`src/rtl/heater_multi.sv`:
```
// Multi-channel hysteresis heater controller: one regulation FSM per channel
// with latched timeout, over-temperature and sensor-watchdog faults.
module heater_multi #(
  parameter int N_CH    = 4,
  parameter int TEMP_W  = 12,
  parameter int HYST    = 8,
  parameter int OVER    = 64,
  parameter int TIMEOUT = 4096,
  parameter int WDOG    = 256
) (
  input  logic                   clk,
  input  logic                   reset,
  input  logic                   err_clear,
  input  logic [N_CH-1:0]        en,
  input  logic [N_CH*TEMP_W-1:0] setpoint,
  input  logic [N_CH*TEMP_W-1:0] temp,
  input  logic [N_CH-1:0]        temp_valid,
  output logic [N_CH-1:0]        heat_on,
  output logic [N_CH-1:0]        err_ch,
  output logic [2*N_CH-1:0]      fault_cause,
  output logic                   error
);

  localparam int HC_W = (TIMEOUT > 2) ? $clog2(TIMEOUT) : 1;
  localparam int WD_W = (WDOG > 2) ? $clog2(WDOG) : 1;

  localparam logic [TEMP_W:0] HYST_V = (TEMP_W+1)'(HYST);
  localparam logic [TEMP_W:0] OVER_V = (TEMP_W+1)'(OVER);

  localparam logic [1:0] C_NONE    = 2'b00;
  localparam logic [1:0] C_TIMEOUT = 2'b01;
  localparam logic [1:0] C_OVER    = 2'b10;
  localparam logic [1:0] C_SENSOR  = 2'b11;

  typedef enum logic [1:0] {IDLE, HEAT, HOLD, FAULT} state_e;

  for (genvar i = 0; i < N_CH; i++) begin : g_ch
    state_e            state_q, state_d;
    logic [1:0]        cause_q, cause_d;
    logic [HC_W-1:0]   hcnt_q, hcnt_d;
    logic [WD_W-1:0]   wdog_q, wdog_d;
    logic [TEMP_W:0]   sp, tp, lo, hi;
    logic              valid, over, below_lo, at_sp, to_exp, wd_exp, active_q, active_d;

    // One extra bit keeps lo/hi free of wrap-around at the ends of the code range.
    assign sp       = {1'b0, setpoint[i*TEMP_W +: TEMP_W]};
    assign tp       = {1'b0, temp[i*TEMP_W +: TEMP_W]};
    assign lo       = (sp >= HYST_V) ? sp - HYST_V : '0;
    assign hi       = sp + OVER_V;
    assign valid    = temp_valid[i];
    assign over     = tp > hi;
    assign below_lo = tp < lo;
    assign at_sp    = tp >= sp;
    assign to_exp   = hcnt_q == HC_W'(TIMEOUT - 1);
    assign wd_exp   = wdog_q == WD_W'(WDOG - 1);
    assign active_q = (state_q == HEAT) || (state_q == HOLD);
    assign active_d = (state_d == HEAT) || (state_d == HOLD);

    // NOTE: every combinational output gets a default before the case so no latch is inferred.
    always_comb begin
      state_d = state_q;
      cause_d = cause_q;
      case (state_q)
        IDLE: begin
          if (en[i] && valid) begin
            if (over) begin
              state_d = FAULT;
              cause_d = C_OVER;
            end else if (below_lo) begin
              state_d = HEAT;
            end else begin
              state_d = HOLD;
            end
          end
        end
        HEAT, HOLD: begin
          if (!en[i]) begin
            state_d = IDLE;
          end else if (valid && over) begin
            state_d = FAULT;
            cause_d = C_OVER;
          end else if (!valid && wd_exp) begin
            state_d = FAULT;
            cause_d = C_SENSOR;
          end else if (state_q == HEAT && valid && at_sp) begin
            state_d = HOLD;
          end else if (state_q == HEAT && to_exp) begin
            state_d = FAULT;
            cause_d = C_TIMEOUT;
          end else if (state_q == HOLD && valid && below_lo) begin
            state_d = HEAT;
          end
        end
        FAULT: begin
          if (err_clear) begin
            state_d = IDLE;
            cause_d = C_NONE;
          end
        end
        default: begin
          state_d = IDLE;
          cause_d = C_NONE;
        end
      endcase
    end

    // Both counters restart whenever the channel enters or leaves the counted state.
    assign hcnt_d = (state_q == HEAT && state_d == HEAT) ? hcnt_q + 1'b1 : '0;
    assign wdog_d = (active_q && active_d && !valid) ? wdog_q + 1'b1 : '0;

    // NOTE: sequential state uses non-blocking assignments so all channels update from pre-edge values.
    always_ff @(posedge clk) begin
      if (reset) begin
        state_q <= IDLE;
        cause_q <= C_NONE;
        hcnt_q  <= '0;
        wdog_q  <= '0;
      end else begin
        state_q <= state_d;
        cause_q <= cause_d;
        hcnt_q  <= hcnt_d;
        wdog_q  <= wdog_d;
      end
    end

    assign heat_on[i]           = state_q == HEAT;
    assign err_ch[i]            = state_q == FAULT;
    assign fault_cause[2*i +: 2] = cause_q;
  end

  assign error = |err_ch;

endmodule

```
`config.mk`:
```
export PLATFORM = sky130hd
export DESIGN_NAME = heater_multi
export DESIGN_NICKNAME = d
export VERILOG_FILES = /design/src/rtl/heater_multi.sv
export SDC_FILE = /design/constraint.sdc
export NUM_CORES = 1
export LEC_CHECK = 0
export ABC_AREA = 1
export CAP_MARGIN = 15
export CORE_AREA = 2 2 179 181
export DETAILED_ROUTE_END_ITERATION = 10
export DIE_AREA = 0 0 181 183
export GPL_TIMING_DRIVEN = 0
export HOLD_SLACK_MARGIN = 0.05
export SLEW_MARGIN = 40
export SYNTH_ARGS = -nofsm -noshare
export SYNTH_HDL_FRONTEND = slang
export SYNTH_SLANG_ARGS = --single-unit
export TNS_END_PERCENT = 30
```
`constraint.sdc`:
```
create_clock -name clk -period 6.2 [get_ports clk]
set_input_delay 0.62 -clock clk [delete_from_list [all_inputs] [get_ports clk]]
set_output_delay 0.62 -clock clk [all_outputs]
set_load 0.005 [all_outputs]
```
==> impl_metrics.csv <==
group,metric,value,unit
floorplanning,design.die.area,33100,sq um
timing,setup_viol,0,
timing,setup_ws,1.47,ns
floorplanning,initial_core_util,29.6,%
finish,num-nets-final,1815,
timing,tns,0,ns
yosys,synth_cells,1415,
finish,fin_cells,1950,
detailed_routing,viasPerCell,4.65,
clock_network,cts_setup_buffers,0,
yosys,avgSynthCellArea,6.54,sq um
power,p_sw,0.704,mW
timing,slew_headroom,60.4,%
global_routing,grt_pass1_wl,38000,um
placement,placedCellCount,1935,
timing,finalCritPeriodShare,76.2,%
detailed_routing,ant_nets,0,
yosys,synthDistinctLibCells,45,
global_routing,grt.total_usage,13.5,%
clock_network,cts_sinks,96,
yosys,synth_top_area_share,22.2,%
finish,layout_common_cells,"nand2_1, inv_1, ha_1, nor2_1, a21oi_1",
detailed_routing,wire_per_inst,11.3,um
setup_path,path_max_fanout,10,
global_routing,antenna_found_initial,0,
floorplanning,rows,65,
power,share_comb_of_total_power,37.5,%
clock_network,root_buffer,"clkbuf_16",
yosys,synth-seq-cells,96,
yosys,ys_seq_area_share,20.8,%
min_path,hold_class,"register to register",
clock_network,h-tree-depth,3,
finish,diodes,0,
floorplanning,io_pins,124,
power,pwr-share-clk,29.4,%
timing,finalCriticalPeriod,4.73,ns
finish,fillers,3337,
clock_network,cts_made_buffers,9,
power,p_leak,5.05,nW
yosys,synthFlopType,"dfxtp_1",
timing,finalHoldViolations,0,
setup_path,cp.required,6.49,ns
floorplanning,die_x,181,um
detailed_routing,vias,9073,
yosys,synth.top_cells.by_area,"ha_1, dfxtp_1, nand2_1",
yosys,synth_area,9260,sq um
global_routing,grt_max_degree,17,
placement,gp_congestion,0.885,
yosys,synthArstFlopShare,0,%
finish,final_common_cell,"nand2_1",
setup_path,cp.arrival,5.01,ns
timing,drv_slew,0,
job,drv_cap,0,
placement,post-place-ws,0.971,ns
power,power_frac_seq,33.1,%
setup_path,regToRegSetupSlack,3.01,ns
clock_network,cts_hold_buf,0,
timing,clock.fmax,212,MHz
detailed_routing,wl,22000,um
placement,hpwl,18400,um
yosys,yosysWarningCount,0,
clock_network,clk_latency,0.35,ns
global_routing,grt_pass1_vias,8492,
yosys,synth_edf_count,0,
clock_network,cts_tree,"built",
outcome,outcome,"finished, final reports clean",
clock_network,clockBufferDepth,2,
power,ir_worst_vdd,0.117,mV
power,total_power,2.04,mW
timing,skew,0.00793,ns
timing,fin_hold_ws,0.444,ns
clock_network,cts.reportedPaths.clkPinSlew,0.06,ns
yosys,synth_top_area_cell,"ha_1",
timing,rsz0062_at_grt,"no",
detailed_routing,drc_errors,0,
finish,syn_to_final_growth,21.7,%
floorplanning,die_h,183,um
power,p_per_area,181,nW/um^2
yosys,syn_nets,1686,
finish,drive_above_1_share,3.68,%
timing,tightestPinTransition,0.589,ns
setup_path,critPathLaunchType,"input port",
floorplanning,coreArea,31200,sq um
power,sw_frac_of_total,34.6,%
setup_path,path_class,"input port to register",
clock_network,cts.repair.resized,0,
power,intPower,1.33,mW
detailed_routing,drtIter0Drc,428,
setup_path,r2r_cells,19,
setup_path,cp-end-kind,"register",
min_path,worstHoldPathCells,1,
placement,portBuffers,118,
detailed_routing,dr.pass1.iters,5,
global_routing,grt_overflow,0,
[power groups by stage]
stage               registers (mW)  clock network (mW)  logic, mW
floorplan                    0.683                   0      0.499
global placement             0.689                   0      0.755
detailed placement           0.688                   0      0.764
CTS                          0.674               0.623      0.769
global route                 0.679               0.641      0.883
finish                       0.675               0.598      0.764
[registers in the layout, summed over array words and instances, names as in the netlist]
signal and count:
g_ch.wdog_q 32, g_ch.state_q 8, g_ch.hcnt_q 48, g_ch.cause_q 8
[synthesized netlist by cell type (2+ instances only)]
| cell type | n |
|---|---|
| and3_1 | 3 |
| o21a_1 | 8 |
| nor2_1 | 156 |
| nand3_1 | 113 |
| a31oi_1 | 2 |
| nand2_1 | 306 |
| o21bai_1 | 2 |
| nand2_2 | 6 |
| a211oi_1 | 6 |
| o31ai_1 | 4 |
| nand3_2 | 4 |
| or4_1 | 2 |
| xnor2_1 | 8 |
| o21ai_1 | 4 |
| or3b_2 | 2 |
| o21ai_0 | 68 |
| nor2_4 | 2 |
| a21boi_1 | 2 |
| nor3b_1 | 6 |
| nor4_1 | 4 |
| nand3b_1 | 3 |
| nor3_1 | 28 |
| xor2_1 | 20 |
| nor2_2 | 11 |
| nand4_1 | 25 |
| inv_2 | 5 |
| nor3_2 | 2 |
| clkbuf_1 | 5 |
| inv_1 | 207 |
| ha_1 | 164 |
| o211ai_1 | 3 |
| a21oi_1 | 122 |
| dfxtp_1 | 96 |
| or2_2 | 4 |
| buf_2 | 2 |
[worst paths after layout]
check / start / endpoint
setup reg to reg: g_ch[2].hcnt_q[0]$_SDFF_PP0_ / g_ch[2].wdog_q[4]$_SDFF_PP0_
hold / removal: g_ch[2].hcnt_q[0]$_SDFF_PP0_ / g_ch[2].hcnt_q[0]$_SDFF_PP0_
setup / recovery: setpoint[30] / g_ch[2].wdog_q[4]$_SDFF_PP0_
hold reg to reg: g_ch[2].hcnt_q[0]$_SDFF_PP0_ / g_ch[2].hcnt_q[0]$_SDFF_PP0_
[final cells by class]
cell class / instances / area [sq um] / share of cell area, %
buffer: 9 / 50.0 / 0.444
tap: 402 / 503 / 4.46
timing repair buffer: 118 / 1180 / 10.5
clock inverter: 6 / 92.6 / 0.822
sequential: 96 / 1920 / 17.1
inverter: 212 / 796 / 7.06
multi-input combinational: 1098 / 6500 / 57.7
clock buffer: 9 / 225 / 2.00
[cell families after synthesis]
family / share of synthesized area (%)
AOI/OAI and AO/OA: 13.0
buffers and inverters: 9.14
and+or+nand+nor: 32.3
xor gates and xnor gates: 2.65
DFF: 20.8
adders and majority gates: 22.2
[critical path: stages]
cell	delay (ns)
clkdlybuf4s50_1	0.53
inv_1	0.18
ha_1	0.20
nand4_1	0.13
nand2_2	0.13
clkbuf_1	0.40
nand2_1	0.12
ha_1	0.31
a21oi_1	0.16
nor2_1	0.05
a211oi_1	0.17
nand2_1	0.12
nand3_1	0.15
nand3_1	0.12
nand2_1	0.07
nand2_1	0.04
nand2_1	0.06
nand2_1	0.06
a21boi_1	0.14
ha_1	0.26
nor4_1	0.46
inv_1	0.22
a21oi_1	0.16
o21a_1	0.13
[layer usage]
metal	part of all wire, %	global-route usage, %
met4	1.0	2.63
met2	46	23.7
met3	4.0	2.68
met1	49	17.1
met5	0	0
[per-stage QoR]
stage	util, %	area [sq um]
after floorplan	-	9260
after global placement	35.0	10900
after detailed placement	35.0	10900
after CTS	36.1	11300
after global routing	36.1	11300
final	36.1	11300
Power figures use the tool's default switching activity.
